[src/rtl/bitreverse_in.sv]
// Input-side bit-reversal reorderer for a radix-2 DIT FFT: two natural-order samples in,
// two bit-reversed-order samples out per enabled clock, with frame sync and frame lock.
module bitreverse_in #(
  parameter int LGSIZE = 5,
  parameter int WIDTH  = 24
) (
  input  logic               i_clk,
  input  logic               i_reset_n,
  input  logic               i_clk_enable,
  input  logic               i_sync,
  input  logic [2*WIDTH-1:0] i_in_0,
  input  logic [2*WIDTH-1:0] i_in_1,
  output logic [2*WIDTH-1:0] o_out_0,
  output logic [2*WIDTH-1:0] o_out_1,
  output logic               o_sync,
  output logic               o_valid
);

  localparam int N  = 1 << LGSIZE;
  localparam int CW = LGSIZE - 1;
  localparam logic [CW-1:0] N_ZERO = '0;
  localparam logic [CW-1:0] N_ONE  = {{(CW-1){1'b0}}, 1'b1};
  localparam logic [CW-1:0] N_LAST = '1;

  typedef enum logic [1:0] {
    IDLE = 2'd0,
    FILL = 2'd1,
    RUN  = 2'd2
  } state_t;

  state_t        state_r, state_nx_s;
  logic [CW-1:0] n_r, n_nx_s;
  logic          wb_r, wb_nx_s;
  logic          resync_s;
  logic          wr_en_s;
  logic [CW-1:0] wr_n_s;
  logic [CW-1:0] rd_r_s;
  logic [LGSIZE-1:0] rd_lo_s, rd_hi_s;

  logic [2*WIDTH-1:0] mem_even [N];
  logic [2*WIDTH-1:0] mem_odd  [N];

  function automatic logic [CW-1:0] bitrev(input logic [CW-1:0] v);
    logic [CW-1:0] r;
    for (int i = 0; i < CW; i++) begin
      r[i] = v[CW-1-i];
    end
    return r;
  endfunction

  // Frame-lock next-state, counter, half-select and write control
  always_comb begin
    state_nx_s = state_r;
    n_nx_s     = n_r;
    wb_nx_s    = wb_r;
    resync_s   = 1'b0;
    wr_en_s    = 1'b0;
    wr_n_s     = n_r;
    case (state_r)
      IDLE: begin
        if (i_sync) begin
          wr_en_s    = 1'b1;
          wr_n_s     = N_ZERO;
          n_nx_s     = N_ONE;
          state_nx_s = FILL;
        end else begin
          state_nx_s = IDLE;
        end
      end
      FILL: begin
        wr_en_s = 1'b1;
        if (i_sync && (n_r != N_ZERO)) begin
          wr_n_s = N_ZERO;
          n_nx_s = N_ONE;
        end else if (n_r == N_LAST) begin
          n_nx_s     = N_ZERO;
          wb_nx_s    = ~wb_r;
          state_nx_s = RUN;
        end else begin
          n_nx_s = n_r + N_ONE;
        end
      end
      RUN: begin
        wr_en_s = 1'b1;
        if (i_sync && (n_r != N_ZERO)) begin
          // Misaligned sync: drop lock and refill from this pair
          resync_s   = 1'b1;
          wr_n_s     = N_ZERO;
          n_nx_s     = N_ONE;
          state_nx_s = FILL;
        end else if (n_r == N_LAST) begin
          n_nx_s  = N_ZERO;
          wb_nx_s = ~wb_r;
        end else begin
          n_nx_s = n_r + N_ONE;
        end
      end
      default: begin
        state_nx_s = IDLE;
        n_nx_s     = N_ZERO;
        wb_nx_s    = 1'b0;
      end
    endcase
  end

  // x[r] and x[r+N/2] share bank r&1; the upper one sits P/2 pairs further in
  always_comb begin
    rd_r_s  = bitrev(n_r);
    rd_lo_s = {~wb_r, 1'b0, rd_r_s[CW-1:1]};
    rd_hi_s = {~wb_r, 1'b1, rd_r_s[CW-1:1]};
  end

  // Lane banks, written into the half selected by wb
  always_ff @(posedge i_clk) begin
    if (i_clk_enable && wr_en_s) begin
      mem_even[{wb_r, wr_n_s}] <= i_in_0;
      mem_odd[{wb_r, wr_n_s}]  <= i_in_1;
    end
  end

  // Control state and registered outputs
  always_ff @(posedge i_clk or negedge i_reset_n) begin
    if (!i_reset_n) begin
      state_r <= IDLE;
      n_r     <= N_ZERO;
      wb_r    <= 1'b0;
      o_valid <= 1'b0;
      o_sync  <= 1'b0;
      o_out_0 <= '0;
      o_out_1 <= '0;
    end else if (i_clk_enable) begin
      state_r <= state_nx_s;
      n_r     <= n_nx_s;
      wb_r    <= wb_nx_s;
      o_valid <= (state_r == RUN) && !resync_s;
      o_sync  <= (state_r == RUN) && !resync_s && (n_r == N_ZERO);
      o_out_0 <= rd_r_s[0] ? mem_odd[rd_lo_s] : mem_even[rd_lo_s];
      o_out_1 <= rd_r_s[0] ? mem_odd[rd_hi_s] : mem_even[rd_hi_s];
    end
  end

endmodule

[config.mk]
export PLATFORM = sky130hd
export DESIGN_NAME = bitreverse_in
export DESIGN_NICKNAME = d
export VERILOG_FILES = /design/src/rtl/bitreverse_in.sv
export SDC_FILE = /design/constraint.sdc
export NUM_CORES = 2
export LEC_CHECK = 0
export BUFFER_PORTS_ARGS = -buffer_cell sky130_fd_sc_hd__buf_2
export CAP_MARGIN = 25
export CORE_MARGIN = 1
export CORE_UTILIZATION = 29
export CTS_CLUSTER_SIZE = 28
export DETAILED_ROUTE_END_ITERATION = 8
export SYNTH_ARGS = -nofsm -noshare
export SYNTH_HDL_FRONTEND = slang
export SYNTH_SLANG_ARGS = --single-unit
[constraint.sdc]
create_clock -name i_clk -period 15.7 [get_ports i_clk]
set_input_delay 1.57 -clock i_clk [delete_from_list [all_inputs] [get_ports i_clk]]
set_output_delay 1.57 -clock i_clk [all_outputs]
set_load 0.01 [all_outputs]
==> flow_summary.rst <==
.. list-table::
   :header-rows: 1

   * - Metric
     - Value
   * - Outcome
     - finished, final reports clean
   * - Sequential cell area fraction in the yosys report
     - 0.786
   * - Routed wire length
     - 352,000 microns
   * - Global-route wire length before repair
     - 488,000 microns
   * - Layout-stage area growth over the synthesis result
     - 13.9%
   * - Cell area after synthesis
     - 121,000 sq um
   * - Kind of critical path
     - flop to flop
   * - CTS Hold Buffers Added
     - 0
   * - Final Cell Area
     - 138,000 sq um
   * - Cell accounting for the most synthesized area
     - edfxtp_1
   * - Routed wirelength normalized by instance count
     - 29.6 microns
   * - Filler-free cell count of the finished design
     - 11.9k
   * - Cells on Worst Hold Path
     - 1
   * - Kind of end point of the critical path
     - flop
   * - Number of clock sinks
     - 3,177
   * - Total Die Area
     - 419,000 sq um
   * - Synth top area cells
     - edfxtp_1 76%, mux4_2 7.7%, mux2i_1 5.9%
   * - Count of antenna-violating nets left after detailed routing
     - 0
   * - Num ports
     - 198
   * - Class of the tightest hold or removal check
     - flop to flop
   * - Detailed-placement wirelength estimate
     - 205,000 microns
   * - Primary flip-flop cell chosen by synthesis mapping
     - edfxtp_1
   * - Cells after DPL
     - 11.3k
   * - Initial standard-cell utilization of the core
     - 0.292
   * - Avg Cell Area, Syn
     - 20.5 sq um
   * - Critical path fanouts, max
     - 49
   * - Max-slew violation count
     - 0
   * - Via count of the first global-routing pass
     - 61.6k
   * - Achievable frequency
     - 145 MHz
   * - DRC violations left
     - 0
   * - Total CTS buffers
     - 293
   * - Row count
     - 236
   * - Worst Hold Path EP
     - o_out_0[22]
   * - Number of instances resized during post-cts repair
     - 0
   * - Buffers inserted by post-CTS timing repair
     - 0
   * - Final count of hold timing violations
     - 0
   * - Initial antenna violation count
     - 79
   * - Total number of vias
     - 61.7k
   * - Finish-stage setup viols
     - 0
   * - Overall fraction of global-route tracks in use
     - 0.164
   * - Placeable core area
     - 414,000 sq um
   * - PortBufs
     - 197
   * - Fraction of synthesized cell area taken by the top area cell type
     - 0.764
   * - Pin count of the biggest net entering global routing
     - 109
   * - Largest voltage drop on the vdd net
     - 0.122 mV
   * - Critical Path RT
     - 16.44 ns
   * - Post-Synthesis Cells
     - 5,894
   * - Pwr Density
     - 150 nW/um^2
   * - Buffer depth of the longest clock path
     - 4
   * - Insertion delay of the later-clocked pin in the worst-skew pair
     - 0.86 ns
   * - Data arrival time of the worst path
     - 7.66 ns
   * - Die extent in x
     - 647 microns
   * - Critical hold path startpoint
     - o_out_0[22]
   * - Congestion Overflow GR
     - 0
   * - Initial DRT Pass Iterations
     - 6
   * - Slew at the pin closest to its max-slew limit
     - 1.11 ns
   * - Ratio of cells with drive above 1 in the final layout
     - 0.191
   * - Final Wtd Congestion
     - 0.844
   * - Placed inst area
     - 128,000 sq um
   * - Chip height
     - 647 microns
   * - CTS tree
     - done
   * - Min Tclk post-route
     - 6.91 ns
   * - Unrepaired setup endpoints after global routing
     - no
   * - RR Endpoint
     - o_out_1[29]
   * - Post-route setup TNS
     - 0 ns
   * - Post-synthesis async set-or-reset flop share
     - 0.0331
   * - Synth Net Count
     - 6,000
   * - Max-Slew Margin vs Limit
     - 0.262
   * - Worst R2R Start
     - n_r[2]
   * - Max Cap Violations
     - 0
   * - Number of distinct standard cells referenced by the synthesized netlist
     - 52
   * - Startpoint types
     - flop
   * - Nets
     - 6,275
   * - Synth Warn #
     - 0
   * - Clock root cell
     - clkbuf_16
   * - Maximum level of the CTS H-tree
     - 5
   * - Number of synthesized flops with an enable pin
     - 3,072
   * - Ratio of routed vias to standard cells
     - 5.19
   * - Register-to-register path setup slack
     - 8.79 ns
   * - Number of register bits inferred by synthesis
     - 3,177
   * - Number of DRC markers after the initial detailed-route iteration
     - 8,168
   * - Clk slew on worst S/H paths
     - 0.07 ns
   * - Worst clock skew
     - 0.0482 ns
   * - Total leakage power
     - 41.8 nW
   * - Final critical-path share of the clock period
     - 0.440
   * - R2r worst-path depth
     - 9
state kept, by name, summed over array words and instances (netlist names):
register,flops
o_out_1,48
o_out_0,48
state_r,2
mem_odd,1536
wb_r,1
o_valid,1
o_sync,1
n_r,4
mem_even,1536
layout make-up:
class | instances | area [sq um]
Timing Repair Buffer | 335 | 2180
Clock inverter | 124 | 1010
Fill cell | 38768 | 276000
Multi-Input combinational cell | 2354 | 24400
Tap cell | 5474 | 6850
Inverter | 8 | 32.5
Antenna cell | 18 | 45.0
Clock buffer | 398 | 8170
Sequential cell | 3177 | 94900
power by group:
group | switching [W] | leakage, nW | total (W) | internal [W]
Combinational | 0.00235 | 8.39 | 0.00368 | 0.00132
Sequential | 0.000398 | 28.9 | 0.00995 | 0.00955
Clock | 0.00306 | 4.51 | 0.00695 | 0.00389
Total | 0.00581 | 41.8 | 0.0206 | 0.0148
how the worst max path moves through the flow:
| stage | depth (start not counted) | end | startpoint |
|---|---|---|---|
| final | 9 | o_out_1[29] | n_r[2] |
| after global routing | 9 | o_out_1[29] | n_r[2] |
| after CTS | 9 | o_out_1[29] | n_r[2] |
| after detailed placement | 9 | o_out_1[29] | n_r[2] |
| after global placement | 9 | o_out_1[29] | n_r[2] |
| after floorplan | 7 | mem_even[12][0] | i_clk_enable |
routing by layer:
layer / routed length, microns / track usage / vias to the layer above
li1: - / - / 25081
met1: 137000 / 0.212 / 33176
met2: 171000 / 0.272 / 2913
met3: 27900 / 0.0270 / 541
met4: 16000 / 0.0689 / 16
met5: 85 / 0 / -
cells in the mapped netlist, types with 11 or more instances:
master	n
a211o_1	93
a211oi_1	49
a21oi_1	94
a221oi_1	35
a22oi_1	114
buf_1	13
buf_2	142
buf_4	49
buf_6	25
clkbuf_1	125
dfrtp_1	105
edfxtp_1	3072
mux2i_1	708
mux4_2	413
nand2_1	60
nand3_1	41
nor2_1	106
nor2b_1	11
nor3_1	112
o21ai_0	126
o221ai_1	38
o22ai_1	275
cell usage in the layout, fill, tap and decap left out, drive strengths merged, types with 4 or more instances in the layout:
master    instances
a211o            93
a211oi           49
a21oi            94
a221oi           35
a22oi           114
and2             11
buf             334
bufinv           14
clkbuf          399
clkinv           95
clkinvlp          4
dfrtp           105
diode            18
edfxtp         3072
ha                6
inv              19
mux2              6
mux2i           708
mux4            413
nand2            60
nand2b            6
nand3            41
nor2            108
nor2b            11
nor3            112
o21ai           136
o221ai           38
o22ai           275
o31ai             4
per-stage QoR:
step,setup slack (ns),util,hold WS (ns),power (W)
2_1_floorplan,8.48,-,0.501,0.0121
3_3_place_gp,8.82,0.310,0.477,0.0138
3_5_place_dp,8.79,0.310,0.480,0.0138
4_1_cts,8.78,0.332,0.501,0.0207
5_1_grt,8.45,0.332,0.520,0.0211
6_report,8.79,0.332,0.502,0.0206
critical path, stage by stage (launching register included):
cell and delay, ns:
dfrtp_4 0.77, buf_4 0.73, buf_4 0.79, buf_4 0.85, buf_4 0.87, buf_4 0.84
mux4_2 0.59, a211oi_1 0.68, a21oi_1 0.10, a211o_1 0.27
logic make-up (layout without fill, tap and decap cells):
| family | Yosys count | in the layout | share of synthesized area |
|---|---|---|---|
| flops | 3177 | 3177 | 0.786 |
| mux | 1127 | 1127 | 0.136 |
| compound gates | 853 | 853 | 0.0473 |
| simple gates | 368 | 368 | 0.0144 |
| buf+inv | 363 | 865 | 0.0158 |
| fa+ha+maj | 6 | 6 | 0.000622 |
| other cells | 0 | 18 | 0 |
Note: power is estimated with default switching activity, not from simulation.
